===== src/rtl/cfg_chain_loader.sv =====
// Serial configuration chain master: streams words MSB-first into the SB/CLB chain.
// Define CFG_READBACK_EN to add a VERIFY pass that rotates the chain and CRC-8 checks it.
module cfg_chain_loader #(
    parameter  int WORD_W    = 32,
    parameter  int CHAIN_LEN = 256,
    localparam int CNT_W     = $clog2(CHAIN_LEN + 1)
) (
    input  logic              clk,
    input  logic              nrst,
    input  logic              start,
    input  logic              abort,
    input  logic              s_valid,
    output logic              s_ready,
    input  logic [WORD_W-1:0] s_data,
    output logic              cfg_data,
    output logic              cfg_shift,
    output logic              cfg_mode,
    input  logic              cfg_data_ret,
    output logic              busy,
    output logic              done,
    output logic              error
);

    localparam int WC_W = $clog2(WORD_W);

`ifdef CFG_READBACK_EN
    typedef enum logic [2:0] {IDLE, FETCH, SHIFT, VERIFY, DONE} state_t;
`else
    typedef enum logic [2:0] {IDLE, FETCH, SHIFT, DONE} state_t;
`endif

    state_t            state_q;
    logic [WORD_W-1:0] shreg_q;
    logic [CNT_W-1:0]  cnt_q;
    logic [WC_W-1:0]   wcnt_q;
    logic              cfg_data_q;
    logic              cfg_shift_q;
    logic              cfg_mode_q;
    logic              error_q;
    logic              abort_hit;
    logic              last_bit;
    logic              last_wbit;

    // The bit being shifted this cycle is the final one of the chain / of the word.
    assign last_bit  = (cnt_q == CNT_W'(CHAIN_LEN - 1));
    assign last_wbit = (wcnt_q == WC_W'(WORD_W - 1));

`ifdef CFG_READBACK_EN
    logic [7:0] crc_tx_q;
    logic [7:0] crc_rx_q;
    logic [7:0] crc_rx_d;

    function automatic logic [7:0] crc8_step(input logic [7:0] c, input logic b);
        return {c[6:0], 1'b0} ^ ((c[7] ^ b) ? 8'h07 : 8'h00);
    endfunction

    assign crc_rx_d  = crc8_step(crc_rx_q, cfg_data_ret);
    assign abort_hit = abort && (state_q == FETCH || state_q == SHIFT || state_q == VERIFY);
    // During readback the chain output is fed straight back to its input.
    assign cfg_data  = (state_q == VERIFY) ? cfg_data_ret : cfg_data_q;
`else
    logic unused_ret;
    assign unused_ret = cfg_data_ret;
    assign abort_hit  = abort && (state_q == FETCH || state_q == SHIFT);
    assign cfg_data   = cfg_data_q;
`endif

    assign s_ready   = (state_q == FETCH);
    assign busy      = (state_q != IDLE);
    assign done      = (state_q == DONE);
    assign cfg_shift = cfg_shift_q;
    assign cfg_mode  = cfg_mode_q;
    assign error     = error_q;

    always_ff @(posedge clk or negedge nrst) begin
        if (!nrst) begin
            state_q     <= IDLE;
            shreg_q     <= '0;
            cnt_q       <= '0;
            wcnt_q      <= '0;
            cfg_data_q  <= 1'b0;
            cfg_shift_q <= 1'b0;
            cfg_mode_q  <= 1'b0;
            error_q     <= 1'b0;
`ifdef CFG_READBACK_EN
            crc_tx_q    <= '0;
            crc_rx_q    <= '0;
`endif
        end else if (abort_hit) begin
            // Chain contents are left partially loaded; only the control lines drop.
            state_q     <= IDLE;
            cfg_data_q  <= 1'b0;
            cfg_shift_q <= 1'b0;
            cfg_mode_q  <= 1'b0;
            error_q     <= 1'b1;
        end else begin
            case (state_q)
                IDLE: begin
                    if (start) begin
                        state_q    <= FETCH;
                        error_q    <= 1'b0;
                        cnt_q      <= '0;
                        cfg_mode_q <= 1'b1;
`ifdef CFG_READBACK_EN
                        crc_tx_q   <= '0;
                        crc_rx_q   <= '0;
`endif
                    end
                end
                FETCH: begin
                    if (s_valid) begin
                        state_q     <= SHIFT;
                        cfg_data_q  <= s_data[WORD_W-1];
                        shreg_q     <= {s_data[WORD_W-2:0], 1'b0};
                        cfg_shift_q <= 1'b1;
                        wcnt_q      <= '0;
                    end
                end
                SHIFT: begin
                    cnt_q      <= cnt_q + CNT_W'(1);
                    wcnt_q     <= wcnt_q + WC_W'(1);
                    cfg_data_q <= shreg_q[WORD_W-1];
                    shreg_q    <= {shreg_q[WORD_W-2:0], 1'b0};
`ifdef CFG_READBACK_EN
                    crc_tx_q   <= crc8_step(crc_tx_q, cfg_data_q);
`endif
                    if (last_bit) begin
                        cfg_data_q <= 1'b0;
`ifdef CFG_READBACK_EN
                        state_q    <= VERIFY;
                        cnt_q      <= '0;
`else
                        state_q     <= DONE;
                        cfg_shift_q <= 1'b0;
                        cfg_mode_q  <= 1'b0;
`endif
                    end else if (last_wbit) begin
                        state_q     <= FETCH;
                        cfg_data_q  <= 1'b0;
                        cfg_shift_q <= 1'b0;
                    end
                end
`ifdef CFG_READBACK_EN
                VERIFY: begin
                    cnt_q    <= cnt_q + CNT_W'(1);
                    crc_rx_q <= crc_rx_d;
                    if (last_bit) begin
                        state_q     <= DONE;
                        cfg_shift_q <= 1'b0;
                        cfg_mode_q  <= 1'b0;
                        if (crc_rx_d != crc_tx_q)
                            error_q <= 1'b1;
                    end
                end
`endif
                DONE:    state_q <= IDLE;
                default: state_q <= IDLE;
            endcase
        end
    end

endmodule


===== config.mk =====
export PLATFORM = sky130hd
export DESIGN_NAME = cfg_chain_loader
export DESIGN_NICKNAME = d
export VERILOG_FILES = /design/src/rtl/cfg_chain_loader.sv
export SDC_FILE = /design/constraint.sdc
export NUM_CORES = 1
export LEC_CHECK = 0
export CORE_AREA = 2 2 85 87
export DETAILED_ROUTE_END_ITERATION = 10
export DIE_AREA = 0 0 87 89
export GPL_TIMING_DRIVEN = 1
export REMOVE_ABC_BUFFERS = 1
export SKIP_CTS_REPAIR_TIMING = 1
export SYNTH_ARGS = -nofsm -noshare
export SYNTH_HDL_FRONTEND = slang
export SYNTH_SLANG_ARGS = --single-unit

===== constraint.sdc =====
create_clock -name clk -period 2.35 [get_ports clk]
set_clock_uncertainty 0.15 [all_clocks]
set_input_delay 0.5875 -clock clk [delete_from_list [all_inputs] [get_ports clk]]
set_output_delay 0.5875 -clock clk [all_outputs]
set_load 0.1 [all_outputs]

Word-level counts from Yosys, hierarchy flattened
Cells that the tools add are included.
{"block": "totals", "register_bits": 53, "input_bits": 38, "out_inout_bits": 7, "wordCells": 68}
{"block": "op_classes", "addsub": 2, "n_eq_ne": 11, "muxes": 29, "bitwise_logic": 1, "reduce_logical": 17}
{"operator": "case mux 32 bit (2 select lines)", "n": 1}
{"operator": "2-to-1 mux 32 bit", "n": 1}
{"operator": "case mux 9 bit (2 select lines)", "n": 1}
{"operator": "2-to-1 mux 3 bit", "n": 5}
{"operator": "AND reduction 3 bit", "n": 5}
{"operator": "2-to-1 mux 1 bit", "n": 14}
{"operator": "case mux 5 bit (2 select lines)", "n": 1}
{"operator": "adder 9 x 1 -> 9 bit, second input constant", "n": 1}
{"operator": "equality test 9 x 8 -> 1 bit, second input constant", "n": 1}
{"operator": "2-to-1 mux 9 bit", "n": 1}
{"operator": "case mux 3 bit (3 select lines)", "n": 1}
{"operator": "nonzero test 3 bit", "n": 3}
{"operator": "nonzero test 2 bit", "n": 4}
{"operator": "equality test 3 x 2 -> 1 bit, second input constant", "n": 2}
{"operator": "inequality test 3 bit, second input constant", "n": 2}
{"operator": "case mux 1 bit (2 select lines)", "n": 3}
{"operator": "adder 5 x 1 -> 5 bit, second input constant", "n": 1}
{"operator": "equality test 5 bit, second input constant", "n": 1}
{"operator": "2-to-1 mux 5 bit", "n": 1}
{"operator": "inequality test 2 bit, second input constant", "n": 2}
{"operator": "inequality test 4 bit, second input constant", "n": 1}
{"operator": "AND reduction 2 bit", "n": 2}
{"operator": "equality test 3 x 1 -> 1 bit, second input constant", "n": 1}
{"operator": "logical NOT 3 bit", "n": 1}
{"operator": "other kinds (4)", "n": 4}

Depth between registers and ports, before layout
Gate-level depths: netlist of the first run.
{"block": "depth", "word_depth": 5, "depth_mapped": 8, "ltp_nobuf": 7}

Worst setup path before layout of the first run
Ideal clock, no wire load.
{"block": "synth_timing", "path_kind": "register to register", "startpoint": "reg state_q[1]", "endpoint": "reg wcnt_q[3]", "setup_time_ps": 124, "arrival_ps": 2224, "setup_slack_ps": -148, "path_stages_with_launch": 7, "path_buffers": 1, "path_cell_list": "dfrtp_1 -> inv_1 -> ha_1 -> nor2b_1 -> clkbuf_1 -> nor4_1 -> a211o_1"}
{"block": "synth_between", "elab_chain_cells": 5, "word_cells_on_any_way": 9, "cone_classes": "3 x eq/ne; 1 x mux; 1 x bitwise; 4 x reduce/logical"}
{"element": "from (decl)", "line": "32", "text": "state_t state_q;"}
{"element": "from (signal assigned)", "line": "77", "text": "state_q <= IDLE;"}
{"element": "from (signal assigned)", "line": "91", "text": "state_q <= IDLE;"}
{"element": "from (signal assigned)", "line": "100", "text": "state_q <= FETCH;"}
{"element": "equality test 3 x 1 -> 1 bit *"}
{"element": "net s_ready", "line": "13", "text": "output logic s_ready,"}
{"element": "logical OR 1 bit", "line": "64", "text": "assign abort_hit = abort && (state_q == FETCH || state_q == SHIFT);"}
{"element": "logical AND 1 bit", "line": "64"}
{"element": "inverter 1 bit (no source line)"}
{"element": "AND reduction 3 bit (no source line)"}
{"element": "to (signal assigned)", "line": "121", "text": "wcnt_q <= wcnt_q + WC_W'(1);"}
{"element": "to (decl)", "line": "35", "text": "logic [WC_W-1:0] wcnt_q;"}
The timed path passes the listed nets; every way through them passes the cells marked *.
A chain may end at the register's enable or synchronous reset.

Worst setup path after layout of the first run
{"block": "layout_timing", "startpoint": "reg state_q[0]", "endpoint": "out busy"}
{"block": "layout_between", "elab_chain_cells": 1}
{"element": "nonzero test 3 bit", "line": "69", "text": "assign busy = (state_q != IDLE);"}
{"element": "to (decl)", "line": "19", "text": "output logic busy,"}
No other way between the ends.

==> results.md, run 1 <==
- Status: completed
- Final Non-Filler Cells: 392
- Register share of total power: between 30% and 40%
- First-pass GRT wire length: 9840 µm
- Max_cap viols: 0
- DP HPWL: 3770 µm
- Headroom to the max-slew limit: approximately 50%
- Pwr dens: about 1200 nW/µm²
- Arr. time, crit path: 1.48 ns
- Slew @ Worst Pin: about 0.74 ns
- WL/cell: between 10 and 15 µm
- FF+latch count, synth: 51
- Post-synth top area share: around 48%
- P_sw: 1.79 mW
- DRC: 0
- Clock power frac: 14.4%
- FMAX: 0.451 GHz
- RSZ-0062 raised after global routing: false
- Leakage: approximately 1.4 nW
- Syn-to-layout area delta: 25.5%
- XOR/XNOR Fraction of Synth Area: 0%
- Final Wtd Congestion: roughly 0.75
- CTS Buf Count: 5
- Starting Density: roughly two fifths
- Worst reg2reg startpoint: state_q[0]
- DR iter-0 viols: 86
- Synth Area in Adders: 3.73%
- Simple-gate area share of the yosys netlist: 9.46%
- Post-Syn Area: roughly 2700 µm²
- Worst-path cell with the longest stage delay: dfrtp_1
- Sequential area share after synthesis: a little under half
- Post-layout min period: 2.22 ns
- Worst Hold Class: input port to asynchronous set/reset pin
- Gr ovfl total: 0
- Top_reg_cell synth: dfrtp_1
- CP dominant cell by count: inv_1
- Largest family of logic cells by synthesized area: compound AO/OA/AOI/OAI gates
- Mean post-synth cell area: between 9 and 10 µm²
- Synth Area in Compound Gates: between 20% and 30%
- Largest net degree at the start of global routing: 44
- Post-Syn Instances: 270
- Row count: 30
- TritonRoute pass-1 iters: 4
- Yosys warns: 0
- Max VDD drop: between 0.4 and 0.5 mV
- H-tree depth: 2
- Num ports: 45
- Internal: between 2 and 2.5 mW
- Logic pwr share: between 50% and 60%
- Slew Limit Fails: 0
- Final wirelength: approximately 5700 µm
- Die height: 89 µm
- CTS clk-pin slew, worst paths: 0.09 ns
- Hold Vio Cnt, Final: 0
- Critical path type: flip-flop to output pin
- Critical Path, Cell by Cell: inv_1 -> ha_1 -> buf_4 -> inv_1 -> buf_12
- Placed insts: roughly 390
- Core box area: between 6000 and 7000 µm²
- Post-synth EDFFs: 0
- Crit path largest cell delay: about 0.40 ns
- Worst path required time: 1.61 ns
- Ant. Diodes: 0
- Nets: approximately 360
- CP max FO: 6
- Mux contribution to synthesized area: a little over an eighth
- Crit share post-route: ~94%
- Final setup vio count: 0
- Worst Setup SP: state_q[0]
- Sw frac: between 40% and 50%
- Antenna Nets Post-Route: 0
- Share of cells above drive strength 1: 9.94%
- Fraction of registers with async set/reset: 100%
- Fillers: 653
- DR vias: 2147
- Die area: around 7700 µm²
- Clock tree buffer depth: 2
- Synth area leaders: dfrtp_1 (48%), mux2i_1 (13%), o21ai_0 (11%)
- Initial antenna violation count: 0
- Root buf cell: clkbuf_8
- Count of cell types in the netlist: 34
- Port Buf Inserts: 43
- Synth area leader: dfrtp_1
- Gr usage total: between 10% and 20%
- DR vias/cell: about 5.5
- CP Capture Type: output pin
- Critical Path Start Type: flip-flop
- CTS tree: built
- Vias in the first global route: roughly 2100
- # clock sinks: 51
- Skew-Pair Late Insertion Delay: 0.30 ns
- Total power: roughly 4.2 mW
- Die Wd: about 87 µm
==> cell families after synthesis <==
group,Yosys count
AO/OA/AOI/OAI,100
flip-flops,51
AND/OR/NAND/NOR,45
multiplexers,35
buffers and inverters,31
adder cells (fa/ha/maj),8
==> worst max-delay path: cells and delay by family, from the launching register on <==
kind                     cells  cell delay, ns
adder cells (fa/ha/maj)      1            0.23
flip-flops                   1            0.40
buffers and inverters        4            0.55
==> Yosys cell counts (all sizes together), types with 2 or more instances <==
cell and instances:
a21oi 6, a31oi 2, and3 2, buf 13, clkbuf 8, dfrtp 51, ha 8, inv 10
mux2i 35, nand2 9, nand2b 5, nand3 4, nand3b 3, nand4 2, nor2 3, nor2b 4
nor4 4, o21ai 78, o21bai 2, o221ai 2, o31ai 6, or2 2, or4 3
==> layout by cell type, fill, tap and decap left out, drive strengths merged, types with 6 or more instances in the layout <==
| cell | synthesis | routed |
|---|---|---|
| a21oi | 6 | 6 |
| buf | 13 | 21 |
| clkdlybuf4s50 | 0 | 35 |
| dfrtp | 51 | 51 |
| ha | 8 | 8 |
| inv | 10 | 10 |
| mux2i | 35 | 35 |
| nand2 | 9 | 9 |
| o21ai | 78 | 78 |
| o31ai | 6 | 6 |
==> power by group through the flow <==
stage	clock (mW)	combinational, mW	sequential, mW
final	0.598	2.14	1.41
after floorplan	0	1.26	1.60
after CTS	0.626	2.17	1.42
after global placement	0	2.14	1.42
after global routing	0.659	2.35	1.45
after detailed placement	0	2.16	1.43
==> area by class of cell <==
type	count	area [µm²]	share of cell area (%)
tap	80	100	2.97
clock inverter	2	37.5	1.11
timing repair buffer	56	593	17.6
multi-input combinational	188	1250	37.3
inverter	10	37.5	1.11
sequential	51	1280	37.9
clock buffer	5	68.8	2.04
==> path summary, 6_finish.rpt <==
path,endpoint,slack [ns],cells past startpoint
max,busy,0.13,5
min,cnt_q[2],0.08,1
max reg2reg,cnt_q[3],0.23,5
min reg2reg,error,0.33,2
max in group asynchronous,shreg_q[30],1.43,2
min in group clk,error,0.33,2
==> per-layer routing <==
layer / GRT usage (%) / routed length (µm)
met3: 3.69 / 218
met2: 26.6 / 2750
met5: 0 / 0
met4: 3.41 / 22
met1: 21.0 / 2720
==> state kept, by name (all words and copies together), names as in the netlist <==
register / cells
cfg_shift: 1
error: 1
wcnt_q: 5
shreg_q: 31
cnt_q: 9
cfg_mode: 1
cfg_data: 1
state_q: 2
==> stage by stage <==
step	setup TNS [ns]	area (µm²)	setup WS (ns)	utilization (%)	hold WS (ns)
6_report	0	3370	0.132	50.1	0.0759
5_1_grt	0	3370	0.0172	50.1	0.0818
4_1_cts	0	3370	0.118	50.1	0.0791
3_5_place_dp	0	3260	0.0489	48.5	0.316
3_3_place_gp	0	3260	0.0753	48.5	0.314
2_1_floorplan	-59.19	2560	-1.42	-	0.142
Note: power is estimated with default switching activity, not from simulation.
==> run 2: changes to the inputs <==
CORE_AREA = 2 2 98 100   (was 2 2 85 87)
DIE_AREA = 0 0 100 102   (was 0 0 87 89)
==> run 2 against run 1 <==
Worst setup slack better by 0.052 ns. Global-route usage down 3.3 points. Highest routed layer unchanged. Clock-buffer cell count up 1. Core utilization down 13 points.
==> results.md, run 2 (synthesis gave the netlist of run 1 again) <==
- Max VDD drop: 0.433 mV
- DR iter-0 viols: 75
- CP max FO: 7
- Largest net degree at the start of global routing: 52
- Final setup vio count: 0
- Root buf cell: clkbuf_8
- Pwr dens: around 1200 nW/µm²
- Die area: a little over 10000 µm²
- Headroom to the max-slew limit: a little over 70%
- Ant. Diodes: 0
- DP HPWL: 4020 µm
- Final Non-Filler Cells: between 400 and 500
- Row count: 35
- # clock sinks: 51
- First-pass GRT wire length: roughly 10000 µm
- Crit share post-route: between 90% and 100%
- Share of cells above drive strength 1: between 10% and 20%
- CTS clk-pin slew, worst paths: ~0.10 ns
- Port Buf Inserts: between 40 and 50
- Worst reg2reg startpoint: cnt_q[1]
- CP Capture Type: output pin
- Leakage: around 1.4 nW
- Starting Density: 29.5%
- DR vias: 2164
- Total power: between 4 and 5 mW
- DR vias/cell: approximately 5.1
- Post-layout min period: 2.17 ns
- Max_cap viols: 0
- FMAX: ~0.46 GHz
- Vias in the first global route: 2061
- Die Wd: 100 µm
- Final Wtd Congestion: 0.714
- Syn-to-layout area delta: 26.0%
- Antenna Nets Post-Route: 0
- Skew-Pair Late Insertion Delay: a little over 0.3 ns
- CTS tree: built
- CTS Buf Count: 5
- Core box area: between 9000 and 10000 µm²
- RSZ-0062 raised after global routing: false
- DRC: 0
- Worst Hold Class: input port to asynchronous set/reset pin
- Clock tree buffer depth: 2
- Fillers: between 900 and 1000
- Worst path required time: 1.61 ns
- Nets: approximately 360
- TritonRoute pass-1 iters: 4
- Commonest cells after routing, fill and taps aside: o21ai_0 (57), dfrtp_1 (51), mux2i_1 (35), clkdlybuf4s50_1 (35), o21ai_1 (21)
- Critical Path Start Type: flip-flop
- Reg with most FFs: shreg_q
- Die height: 102 µm
- Commonest non-fill, non-tap cell in the layout: o21ai_0
- Gr ovfl total: 0
- Gr usage total: between 10% and 20%
- Arr. time, crit path: ~1.4 ns
- Largest registers: shreg_q (31), cnt_q (9), wcnt_q (5)
- Slew @ Worst Pin: between 0.4 and 0.5 ns
- Placed insts: 415
- Critical path type: flip-flop to output pin
- H-tree depth: 2
- Initial antenna violation count: 0
- Num ports: between 40 and 50
- Hold Vio Cnt, Final: 0
- Final wirelength: just over 6000 µm
- Max FFs per register: 31
- Status: completed
- Slew Limit Fails: 0
- WL/cell: approximately 14 µm
- Worst Setup SP: state_q[0]
## run 2: cell count changes in the layout (fill, tap and decap cells not counted)
| cell | delta |
|---|---|
| ha_2 | +1 |
| clkinv_4 | +1 |
| clkbuf_8 | +1 |
| ha_1 | -1 |
| buf_12 | -1 |
| bufinv_16 | -1 |
## run 2: stage by stage
step           cell area (µm²)  hold slack, ns  setup TNS, ns  setup slack [ns]  util [%]
2_1_floorplan             2560           0.142         -59.19             -1.42         -
3_3_place_gp              3280           0.316              0            0.0894      36.0
3_5_place_dp              3280           0.330              0            0.0382      36.0
4_1_cts                   3380           0.112              0            0.0989      37.1
5_1_grt                   3380           0.122              0            0.0443      37.1
6_report                  3380           0.105              0             0.184      37.1
## run 2: path summary, 6_finish.rpt
check	end	slack, ns	cells past startpoint
max	busy	0.18	4
min in group clk	error	0.34	2
min	shreg_q[24]	0.11	2
max reg2reg	state_q[1]	0.19	7
min reg2reg	error	0.34	2
max in group asynchronous	shreg_q[31]	1.71	2
## run 2: area by class of cell
type / instances / area (µm²) / area share (%)
clock buffer: 6 / 82.6 / 2.44
clock inverter: 2 / 16.3 / 0.481
inverter: 10 / 37.5 / 1.11
multi-input combinational: 188 / 1260 / 37.2
sequential: 51 / 1280 / 37.7
tap: 111 / 139 / 4.11
timing repair buffer: 55 / 573 / 16.9
## run 2: critical path: stages, from the launching register on
cell and delay (ns):
dfrtp_1 0.43, inv_1 0.14, ha_2 0.28, inv_1 0.10, buf_12 0.17
## run 2: metal layers
| layer | routed length (µm) | vias to the layer above | part of all wire [%] | GRT usage [%] |
|---|---|---|---|---|
| met5 | 0 | - | 0 | 0 |
| met1 | 2870 | 1062 | 48 | 17.3 |
| met3 | 254 | 4 | 4.2 | 2.53 |
| met4 | 43 | 0 | 0.71 | 3.16 |
| li1 | - | 1053 | - | - |
| met2 | 2870 | 45 | 48 | 20.2 |
## run 2: report_power, final
part	total, mW	switching, mW	internal, mW
clock	0.550	0.309	0.241
sequential	1.42	0.200	1.22
combinational	2.11	1.31	0.801
total	4.08	1.82	2.26
==> run 3: changes to the inputs <==
ABC_CLOCK_PERIOD_IN_PS = 2350   (was unset)
RECOVER_POWER = 100   (was unset)
==> run 3 against run 2 <==
Global-route usage did not move. Design area fell by 1.8%. Sequential power is essentially flat. Register-to-register slack is essentially flat. Flip-flop and latch count unchanged. Worst hold slack better by 0.24 ns. Critical path type unchanged. Critical endpoint unchanged.
==> results.md, run 3 (synthesis gave the netlist of run 1 again) <==
- Status: completed
- Worst reg2reg startpoint: cnt_q[1]
- Port Buf Inserts: 43
- Total power: ~4 mW
- Worst Hold Class: flip-flop to flip-flop
- Core box area: slightly above 9000 µm²
- Ant. Diodes: 0
- Largest registers: shreg_q (31), cnt_q (9), wcnt_q (5)
- DRC: 0
- Commonest non-fill, non-tap cell in the layout: o21ai_0
- Antenna Nets Post-Route: 0
- Pre-CTS setup slack: approximately 0.038 ns
- Critical Path Start Type: flip-flop
- TritonRoute pass-1 iters: 5
- DR iter-0 viols: 84
- Placed insts: 415
- Max_cap viols: 0
- DP HPWL: a little over 4000 µm
- Vias in the first global route: approximately 2100
- Largest net degree at the start of global routing: 52
- Crit share post-route: 92.2%
- Gr ovfl total: 0
- Commonest cells after routing, fill and taps aside: o21ai_0 (73), dfrtp_1 (51), mux2i_1 (35), clkdlybuf4s50_1 (35), inv_1 (10)
- Reg with most FFs: shreg_q
- Fin Setup TNS: 0 ns
- Final Wtd Congestion: just over 0.7
- Row count: 35
- Num ports: 45
- CP max FO: 7
- Root buf cell: clkbuf_8
- Final worst slack: about 0.18 ns
- Post-layout min period: roughly 2.2 ns
- Initial antenna violation count: 0
- Arr. time, crit path: around 1.4 ns
- Leakage: around 1.4 nW
- CTS tree: built
- Syn-to-layout area delta: 23.7%
- Hold_sp: error
- Max FFs per register: 31
- Final setup vio count: 0
- Slew @ Worst Pin: 1.31 ns
- Post-layout util: between 30% and 40%
- CTS clk-pin slew, worst paths: ~0.09 ns
- DR vias/cell: 5.14
- Hold Vio Cnt, Final: 0
- First-pass GRT wire length: 10300 µm
- H-tree depth: 2
- Slew Limit Fails: 0
- Headroom to the max-slew limit: 12.5%
- DR vias: roughly 2200
- FMAX: 0.462 GHz
- Pwr dens: roughly 1200 nW/µm²
- CP Capture Type: output pin
- Skew-Pair Late Insertion Delay: a little over 0.3 ns
- Final Non-Filler Cells: roughly 420
- Die Wd: 100 µm
- CTS Buf Count: 5
- # clock sinks: between 50 and 60
- Share of cells above drive strength 1: under 10%
- Worst Setup SP: state_q[0]
- Nets: roughly 360
- Clock tree buffer depth: 2
- Final wirelength: between 6000 and 7000 µm
- WL/cell: 14.3 µm
- Max VDD drop: approximately 0.43 mV
- Worst path required time: around 1.6 ns
- Die area: between 10000 and 15000 µm²
- Critical path type: flip-flop to output pin
- Die height: 102 µm
- Reg2Reg Setup Slack: 0.18 ns
- RSZ-0062 raised after global routing: false
- Starting Density: 29.5%
- Gr usage total: 12.5%
- Fillers: 949
## run 3: power breakdown
group          switching, mW  internal [mW]  leakage, nW
clock                  0.309          0.241       0.0474
combinational           1.29          0.718        0.662
sequential             0.199           1.22        0.655
## run 3: worst max-delay path, stage by stage, from the launching register on
cell	delay (ns)
dfrtp_1	0.43
inv_1	0.14
ha_2	0.28
inv_1	0.10
buf_12	0.17
## run 3: cell type report
type	count	area, µm²	share of cell area (%)
Timing Repair Buffer	55	514	15.5
Sequential cell	51	1280	38.4
Clock buffer	6	82.6	2.49
Clock inverter	2	16.3	0.490
Inverter	10	37.5	1.13
Tap cell	111	139	4.18
Multi-Input combinational cell	188	1250	37.8
## run 3: per-layer routing
layer  track usage [%]  routed length (µm)  part of all wire [%]  vias to the layer above
met5                 0                   0                     0                        -
met1              17.3                2940                    48                     1080
li1                  -                   -                     -                     1053
met2              20.2                2840                    47                       39
met3              2.53                 230                   3.8                        4
met4              3.16                  46                  0.76                        0
## run 3: per-stage QoR
step / hold WS (ns) / area, µm²
after CTS: 0.112 / 3380
final: 0.341 / 3320
after global routing: 0.362 / 3320
after global placement: 0.316 / 3280
after detailed placement: 0.330 / 3280
after floorplan: 0.142 / 2560
## run 3: final timing paths
path	cells after the start	endpoint
max	4	busy
min	2	error
max reg2reg	7	state_q[1]
min reg2reg	2	error
max in group asynchronous	2	shreg_q[31]
min in group asynchronous	2	shreg_q[24]
